`src/rtl/sp_sram_req_ctrl.sv`:
```
// sp_sram_req_ctrl: request/response front end for a single-port SRAM with 1-cycle registered read.
// Define SP_SRAM_REQ_CTRL_BURST_EN to honour req_len and enable multi-beat burst reads.
module sp_sram_req_ctrl #(
    parameter int ADDR_WIDTH = 4,
    parameter int DATA_WIDTH = 16,
    parameter int LEN_WIDTH  = 4
) (
    input  logic                  clk,
    input  logic                  rst,
    input  logic                  req_valid,
    output logic                  req_ready,
    input  logic                  req_wr,
    input  logic [ADDR_WIDTH-1:0] req_addr,
    input  logic [DATA_WIDTH-1:0] req_wdata,
    input  logic [LEN_WIDTH-1:0]  req_len,
    output logic                  rsp_valid,
    input  logic                  rsp_ready,
    output logic [DATA_WIDTH-1:0] rsp_data,
    output logic                  rsp_last,
    output logic [ADDR_WIDTH-1:0] mem_addr,
    output logic [DATA_WIDTH-1:0] mem_din,
    output logic                  mem_wr,
    input  logic [DATA_WIDTH-1:0] mem_qout
);
`ifdef SP_SRAM_REQ_CTRL_BURST_EN
    typedef enum logic {IDLE, BURST} state_t;
`else
    typedef enum logic {IDLE} state_t;
`endif
    state_t                         state, state_nxt;
    logic [1:0]                     cnt, occ;
    logic                           wp, rp;
    logic [1:0][DATA_WIDTH-1:0]     fifo_d;
    logic [1:0]                     fifo_l;
    logic                           in_flight, in_flight_last;
    logic                           pop, push, permit, accept, rd_issue, issue_last;
    // occ never exceeds 2, so a pop is what makes room when it is full
    assign occ       = cnt + {1'b0, in_flight};
    assign pop       = rsp_valid && rsp_ready;
    assign push      = in_flight;
    assign permit    = !occ[1] || pop;
    assign req_ready = state == IDLE && !rst && (req_wr || permit);
    assign accept    = req_valid && req_ready;
    assign mem_din   = req_wdata;
    assign mem_wr    = accept && req_wr;
    assign rsp_valid = cnt != 2'd0;
    assign rsp_data  = fifo_d[rp];
    assign rsp_last  = rsp_valid && fifo_l[rp];
`ifdef SP_SRAM_REQ_CTRL_BURST_EN
    logic [ADDR_WIDTH-1:0] baddr;
    logic [LEN_WIDTH-1:0]  rem;
    always_comb begin
        state_nxt  = state;
        mem_addr   = state == BURST ? baddr : req_addr;
        rd_issue   = state == BURST ? permit : accept && !req_wr;
        issue_last = state == BURST ? rem == LEN_WIDTH'(1) : req_len == '0;
        if (state == IDLE && rd_issue && !issue_last)
            state_nxt = BURST;
        if (state == BURST && rd_issue && issue_last)
            state_nxt = IDLE;
    end
    // rem counts beats still to issue once in BURST
    always_ff @(posedge clk or posedge rst) begin
        if (rst) begin
            baddr <= '0;
            rem   <= '0;
        end else if (state == IDLE && rd_issue) begin
            baddr <= req_addr + 1'b1;
            rem   <= req_len;
        end else if (state == BURST && rd_issue) begin
            baddr <= baddr + 1'b1;
            rem   <= rem - 1'b1;
        end
    end
`else
    logic unused_len;
    assign unused_len = ^req_len;
    assign state_nxt  = IDLE;
    assign mem_addr   = req_addr;
    assign rd_issue   = accept && !req_wr;
    assign issue_last = 1'b1;
`endif
    // qout is sampled one edge after issue, before a following write can disturb it
    always_ff @(posedge clk or posedge rst) begin
        if (rst) begin
            state          <= IDLE;
            cnt            <= 2'd0;
            wp             <= 1'b0;
            rp             <= 1'b0;
            fifo_d         <= '0;
            fifo_l         <= '0;
            in_flight      <= 1'b0;
            in_flight_last <= 1'b0;
        end else begin
            state          <= state_nxt;
            in_flight      <= rd_issue;
            in_flight_last <= issue_last;
            if (push) begin
                fifo_d[wp] <= mem_qout;
                fifo_l[wp] <= in_flight_last;
                wp         <= !wp;
            end
            if (pop)
                rp <= !rp;
            cnt <= cnt + {1'b0, push} - {1'b0, pop};
        end
    end
endmodule

```
`config.mk`:
```
export PLATFORM = sky130hd
export DESIGN_NAME = sp_sram_req_ctrl
export DESIGN_NICKNAME = d
export VERILOG_FILES = /design/src/rtl/sp_sram_req_ctrl.sv
export SDC_FILE = /design/constraint.sdc
export NUM_CORES = 1
export LEC_CHECK = 0
export BUFFER_PORTS_ARGS = -buffer_cell sky130_fd_sc_hd__buf_2
export CAP_MARGIN = 15
export CORE_ASPECT_RATIO = 1.1
export CORE_MARGIN = 4
export CORE_UTILIZATION = 45
export DETAILED_ROUTE_END_ITERATION = 16
export PLACE_DENSITY = 0.84
export SETUP_SLACK_MARGIN = 0.5
export SKIP_LAST_GASP = 1
export SLEW_MARGIN = 20
export SYNTH_ARGS = -nofsm -noshare
export SYNTH_HDL_FRONTEND = slang
export SYNTH_SLANG_ARGS = --single-unit
```
`constraint.sdc`:
```
create_clock -name clk -period 1.7 [get_ports clk]
set_clock_uncertainty 0.1 [all_clocks]
set_input_delay 0.085 -clock clk [delete_from_list [all_inputs] [get_ports clk]]
set_output_delay 0.085 -clock clk [all_outputs]
set_load 0.05 [all_outputs]
```
==> results.py, run 1 <==
metrics = {
    "synth": {
        "syn_inst": 141,
        "avgSynthCellArea_um2": 14.08,
        "ys_ff_latch": 40,
        "synth_fa_ha_area_share_pct": 1.260,
        "synth_edf_count": 0,
        "ys_warn_count": 0,
        "synth_top_family_by_area": "multiplexers",
        "ys_dominant_reg_cell": "dfrtp_1",
        "syn_area_mm2": 0.001986,
        "postSynth.asyncResetShare_pct": 100.0,
        "synth_xor_area_share_pct": 1.764,
        "synth_compound_area_share_pct": 1.575,
        "yosys-mux-area-fraction_pct": 30.75,
        "ys_seq_area_share_pct": 50.41,
        "synth_cell_types": 24,
        "synth_nets": 188,
        "synth_simple_gate_area_share_pct": 2.583,
    },
    "setup_path": {
        "cp.required_ps": 1510,
        "end_kind": "primary output",
        "critPathArrivalTime_ps": 1480,
        "reg2regPathDepth": 7,
        "path_max_fanout": 4,
        "criticalPathCategory": "reg -> out",
        "start_kind": "flip-flop",
    },
    "timing": {
        "rsz0062_at_grt": "true",
        "fmax_mhz": 602.3,
        "fin_ws_ps": 39.74,
        "setup_viol": 0,
        "max_slew_margin_pct": 66.45,
        "fin_hold_ws_ps": 27.29,
        "period_share_pct": 97.66,
        "finalWorstPathRequiredPeriod_ps": 1660,
        "setup_tns_ps": 0,
        "drv_slew": 0,
        "hold_violations": 0,
        "worstMarginPinSlew_ps": 503.2,
    },
    "power": {
        "vdd_drop_max_uv": 1352,
        "pwr-share-comb_pct": 63.2,
        "power_mw": 6.631,
        "sw_frac_of_total_pct": 41.16,
        "power_per_cell_area_mw_per_mm2": 2160,
        "p_leak_nw": 1.480,
        "intPower_mw": 3.901,
        "netSwitchingPower_mw": 2.730,
        "p_clk_share_pct": 9.9,
        "p_seq_share_pct": 26.9,
    },
    "layout": {
        "nets": 250,
        "multi_input_area_mm2": 0.001035,
        "final_common_cell": "mux2_4",
        "seq_area_mm2": 0.001003,
        "fill_cells": 269,
        "instances_no_fill": 258,
        "flow.area_growth_from_synthesis_pct": 54.57,
        "layout-drive-gt1-share_pct": 66.67,
        "layout_common_cells": "mux2_4, dfrtp_1, buf_6, buf_2, dlygate4sd3_1",
        "n_antenna_cell": 0,
    },
    "routing": {
        "drt-pass1-iter-count": 4,
        "avgViaCountPerCell": 4.965,
        "first_iter_violations": 53,
        "wl_um": 4907,
        "drc": 0,
        "vias": 1281,
        "postRouteAntennaNets": 0,
        "post_drt_wl_per_cell_um": 19.02,
    },
    "clock_network": {
        "clock_latency_ps": 290,
        "cts_max_path_buffers": 2,
        "clock_sinks": 40,
        "numCtsBuffers": 5,
        "htreeDepth": 2,
        "clockRootBuffer": "clkbuf_8",
        "clk_pin_slew_worst_paths_ps": 70,
        "cts_tree": "yes",
    },
    "place": {
        "io_buffers": 40,
        "routabilityCongestion": 0.6786,
        "dp_slack_ps": 92.61,
        "post-place-cells": 215,
        "dpl.hpwl_um": 2512,
    },
    "floorplan": {
        "dieHeight_um": 77.67,
        "die_w_um": 71.34,
        "coreArea_mm2": 0.004285,
        "ios": 85,
        "rows": 25,
        "initial_core_util_pct": 46.34,
        "dieArea_mm2": 0.005541,
    },
    "global_route": {
        "grt_pass1_wl_um": 8038,
        "grt_pass1_vias": 1524,
        "grt_usage_pct": 19.45,
        "antenna_found_initial": 0,
        "overflow": 0,
        "grt_max_degree": 41,
    },
    "hold_path": {
        "holdCritPathClass": "in -> reg",
        "hold_depth": 3,
    },
    "flow_run": {
        "maxCapViolCount": 0,
    },
    "run_status": {
        "status": "finished, final reports clean",
    },
}
## what timing repair did
action / in CTS / in global routing
endpoints found under the hold margin: 72 / 0
gates resized for setup: 91 / 13
setup buffers: 12 / 1
cloned: 5 / 0
endpoints found under the setup margin: 56 / 58
hold buffers: 17 / 0
pin swaps: 2 / 1
## layout make-up
| class | instances | share of cell area [%] |
|---|---|---|
| multi-input combinational | 70 | 33.71 |
| inverter | 6 | 0.8561 |
| clock buffer | 8 | 2.935 |
| sequential | 40 | 32.69 |
| tap | 54 | 2.201 |
| timing repair buffer | 80 | 27.60 |
## sequential cells by signal, summed over array words and instances (netlist names)
name / cells
fifo_d: 32
rp: 1
in_flight_last: 1
wp: 1
cnt: 2
fifo_l: 2
in_flight: 1
## synthesized netlist by cell type (2+ instances only)
library cell,number,area (um^2)
ha_1,2,25.02
dfrtp_1,40,1001
nor2_1,2,7.510
xor2_1,2,17.52
buf_6,2,22.52
inv_1,6,22.52
mux2_4,10,150.1
buf_4,21,157.7
mux2_2,40,450.4
xnor2_1,2,17.52
## power groups by stage
| stage | sequential (mW) | clock (mW) | combinational, mW |
|---|---|---|---|
| 4_1_cts | 1.75 | 0.661 | 4.06 |
| 3_3_place_gp | 1.68 | 0 | 2.88 |
| 2_1_floorplan | 1.63 | 0 | 2.63 |
| 5_1_grt | 1.84 | 0.717 | 4.36 |
| 3_5_place_dp | 1.71 | 0 | 2.93 |
| 6_report | 1.78 | 0.659 | 4.19 |
## kinds of logic after synthesis
family | count (synthesis)
DFF | 40
and+or+nand+nor | 8
muxes | 51
AOI/OAI and AO/OA | 4
adders and majority gates | 2
buffers and inverters | 31
other | 1
xor gates and xnor gates | 4
## worst paths after layout
path	startpoint	to	slack [ps]
max in group asynchronous	rst	cnt[0]	700
setup / recovery	cnt[0]	req_ready	40
hold / removal	req_wr	in_flight	30
setup reg to reg	in_flight	fifo_d[23]	90
min in group asynchronous	rst	fifo_d[29]	430
hold reg to reg	fifo_d[10]	fifo_d[10]	410
## per-stage QoR
step | util, % | cell area [um^2]
2_1_floorplan | - | 2097
3_3_place_gp | 51.53 | 2208
3_5_place_dp | 51.53 | 2208
4_1_cts | 69.93 | 2997
5_1_grt | 71.62 | 3069
6_report | 71.62 | 3069
## layer usage
metal  wire length [um]  global-route usage (%)
met1               1899                   21.68
met2               2606                   34.28
met3                301                   5.829
met4                 99                   7.519
met5                  0                       0
## worst max-delay path, stage by stage, from the launching register on
cell and delay (ps):
dfrtp_2 430, ha_4 180, a21boi_4 150, a311oi_4 220
buf_6 200
(Power assumes the default switching activity.)
==> inputs of run 2 (changes only) <==
--- a/config.mk
+++ b/config.mk
@@ -10,7 +10,9 @@
 export CORE_ASPECT_RATIO = 1.1
 export CORE_MARGIN = 4
 export CORE_UTILIZATION = 45
+export CTS_BUF_LIST = sky130_fd_sc_hd__clkbuf_4 sky130_fd_sc_hd__clkbuf_8 sky130_fd_sc_hd__clkbuf_16
 export DETAILED_ROUTE_END_ITERATION = 16
+export MAX_ROUTING_LAYER = met4
 export PLACE_DENSITY = 0.84
 export SETUP_SLACK_MARGIN = 0.5
 export SKIP_LAST_GASP = 1
==> run 2 against run 1 <==
  * Flip-flop and latch count stayed put
  * Die area unchanged
  * Sequential power barely moved
  * Sequential share of layout area up 0.080 points
  * Core utilization fell by 0.18 points
  * Hold slack lost 0.74 ps
  * Largest cell class unchanged
  * Largest power group unchanged
  * Highest routed layer unchanged
==> results.py, run 2 (synthesized netlist as in run 1, its figures left out) <==
metrics = {
    "timing": {
        "fmax_mhz": 600.6,
        "fin_hold_ws_ps": 26.55,
        "hold_violations": 0,
        "period_share_pct": 97.95,
        "setup_viol": 0,
        "drv_slew": 0,
        "rsz0062_at_grt": "true",
        "finalWorstPathRequiredPeriod_ps": 1665,
    },
    "clock_network": {
        "clockRootBuffer": "clkbuf_8",
        "htreeDepth": 2,
        "cts_tree": "yes",
        "numCtsBuffers": 5,
        "clk_pin_slew_worst_paths_ps": 80,
        "clock_sinks": 40,
        "cts_max_path_buffers": 2,
        "clock_latency_ps": 300,
    },
    "layout": {
        "largest_reg_flops": 32,
        "fill_cells": 261,
        "layout-drive-gt1-share_pct": 67.65,
        "layout_common_cells": "mux2_4, dfrtp_1, buf_2",
        "nets": 250,
        "n_antenna_cell": 0,
        "reg_top3": "fifo_d x32, cnt x2, fifo_l x2",
        "final_common_cell": "mux2_4",
        "flow.area_growth_from_synthesis_pct": 54.19,
        "top_register": "fifo_d",
    },
    "run_status": {
        "status": "finished, final reports clean",
    },
    "setup_path": {
        "end_kind": "primary output",
        "cp.required_ps": 1510,
        "start_kind": "flip-flop",
        "critPathArrivalTime_ps": 1480,
        "cp_top_family": "flip-flops",
        "path_max_fanout": 4,
        "critPathMaxStageDelay_ps": 430,
        "criticalPathCategory": "reg -> out",
        "crit_buf_inv": 1,
        "r2r_slack_ps": 100,
        "path_cells": "ha_4 > a21boi_4 > a311oi_4 > buf_6",
        "crit_slowest_cell": "dfrtp_2",
    },
    "floorplan": {
        "rows": 25,
        "dieArea_mm2": 0.005541,
        "ios": 85,
        "dieHeight_um": 77.67,
        "die_w_um": 71.34,
        "initial_core_util_pct": 46.34,
        "coreArea_mm2": 0.004285,
    },
    "routing": {
        "drc": 0,
        "post_drt_wl_per_cell_um": 19.20,
        "postRouteAntennaNets": 0,
        "avgViaCountPerCell": 5.116,
        "drt-pass1-iter-count": 4,
        "first_iter_violations": 61,
        "wl_um": 4953,
        "vias": 1320,
    },
    "global_route": {
        "antenna_found_initial": 0,
        "grt_usage_pct": 18.53,
        "grt_pass1_vias": 1461,
        "grt_max_degree": 41,
        "overflow": 0,
        "grt_pass1_wl_um": 7569,
    },
    "place": {
        "routabilityCongestion": 0.6854,
        "io_buffers": 40,
        "dpl.hpwl_um": 2512,
    },
    "power": {
        "power_mw": 6.683,
        "vdd_drop_max_uv": 1440,
        "power_per_cell_area_mw_per_mm2": 2183,
        "p_leak_nw": 1.484,
    },
    "flow_run": {
        "maxCapViolCount": 0,
    },
    "hold_path": {
        "holdCritPathClass": "in -> reg",
    },
}
## run 2: cell counts in the layout (fill, tap and decap cells not counted)
Identical to the previous run, type by type.
## run 2: worst reg2reg max path, cell delays in order (launching register included)
cell,delay [ps]
dfrtp_2,390
buf_6,100
buf_6,110
nor2b_4,230
buf_12,140
buf_16,130
mux2_4,300
## run 2: metal layers
layer	global-route usage, %	routed length, um
met2	31.80	2708
met3	5.570	302
met5	-	0
met4	6.391	112
met1	20.22	1831
## run 2: layout make-up
cell class                      instances  area (um^2)  share of cell area, %
Multi-Input combinational cell         70         1027                  33.55
Sequential cell                        40         1003                  32.77
Timing Repair Buffer                   80        839.6                  27.42
Clock buffer                            8        97.59                  3.188
Tap cell                               54        67.56                  2.207
Inverter                                6        26.28                 0.8582
## run 2: repair_timing
action	in CTS	in global routing
buffers inserted	11	2
endpoints found under the setup margin	56	57
gates resized for setup	76	26
cloned	5	0
hold buffers	17	0
pin swaps	2	2
endpoints found under the hold margin	72	0
## run 2: path summary, 6_finish.rpt
check,start,cells after the start,to
max in group asynchronous,rst,4,in_flight
worst max-delay path,cnt[0],4,req_ready
worst min register to register,fifo_d[12],1,fifo_d[12]
worst min-delay path,req_wr,3,in_flight
min in group asynchronous,rst,4,fifo_l[0]
worst max register to register,in_flight,6,fifo_d[11]
## run 2: through the flow
step                      instance area (um^2)  TNS [ps]  utilization [%]  worst slack, ps  cells
after global routing                      3062    -9.824            71.45           -9.824    258
after detailed placement                  2208         0            51.53            92.61    215
after CTS                                 2940         0            68.61            31.55    256
after floorplan                           2097         0                -            232.3    141
final                                     3062         0            71.45            34.88    258
after global placement                    2208         0            51.53            138.4    215
## run 2: power by group
group          internal [mW]  total, mW  switching (mW)
sequential              1.42       1.80           0.379
clock                  0.363      0.687           0.324
combinational           2.15       4.20            2.05
total                   3.93       6.68            2.75
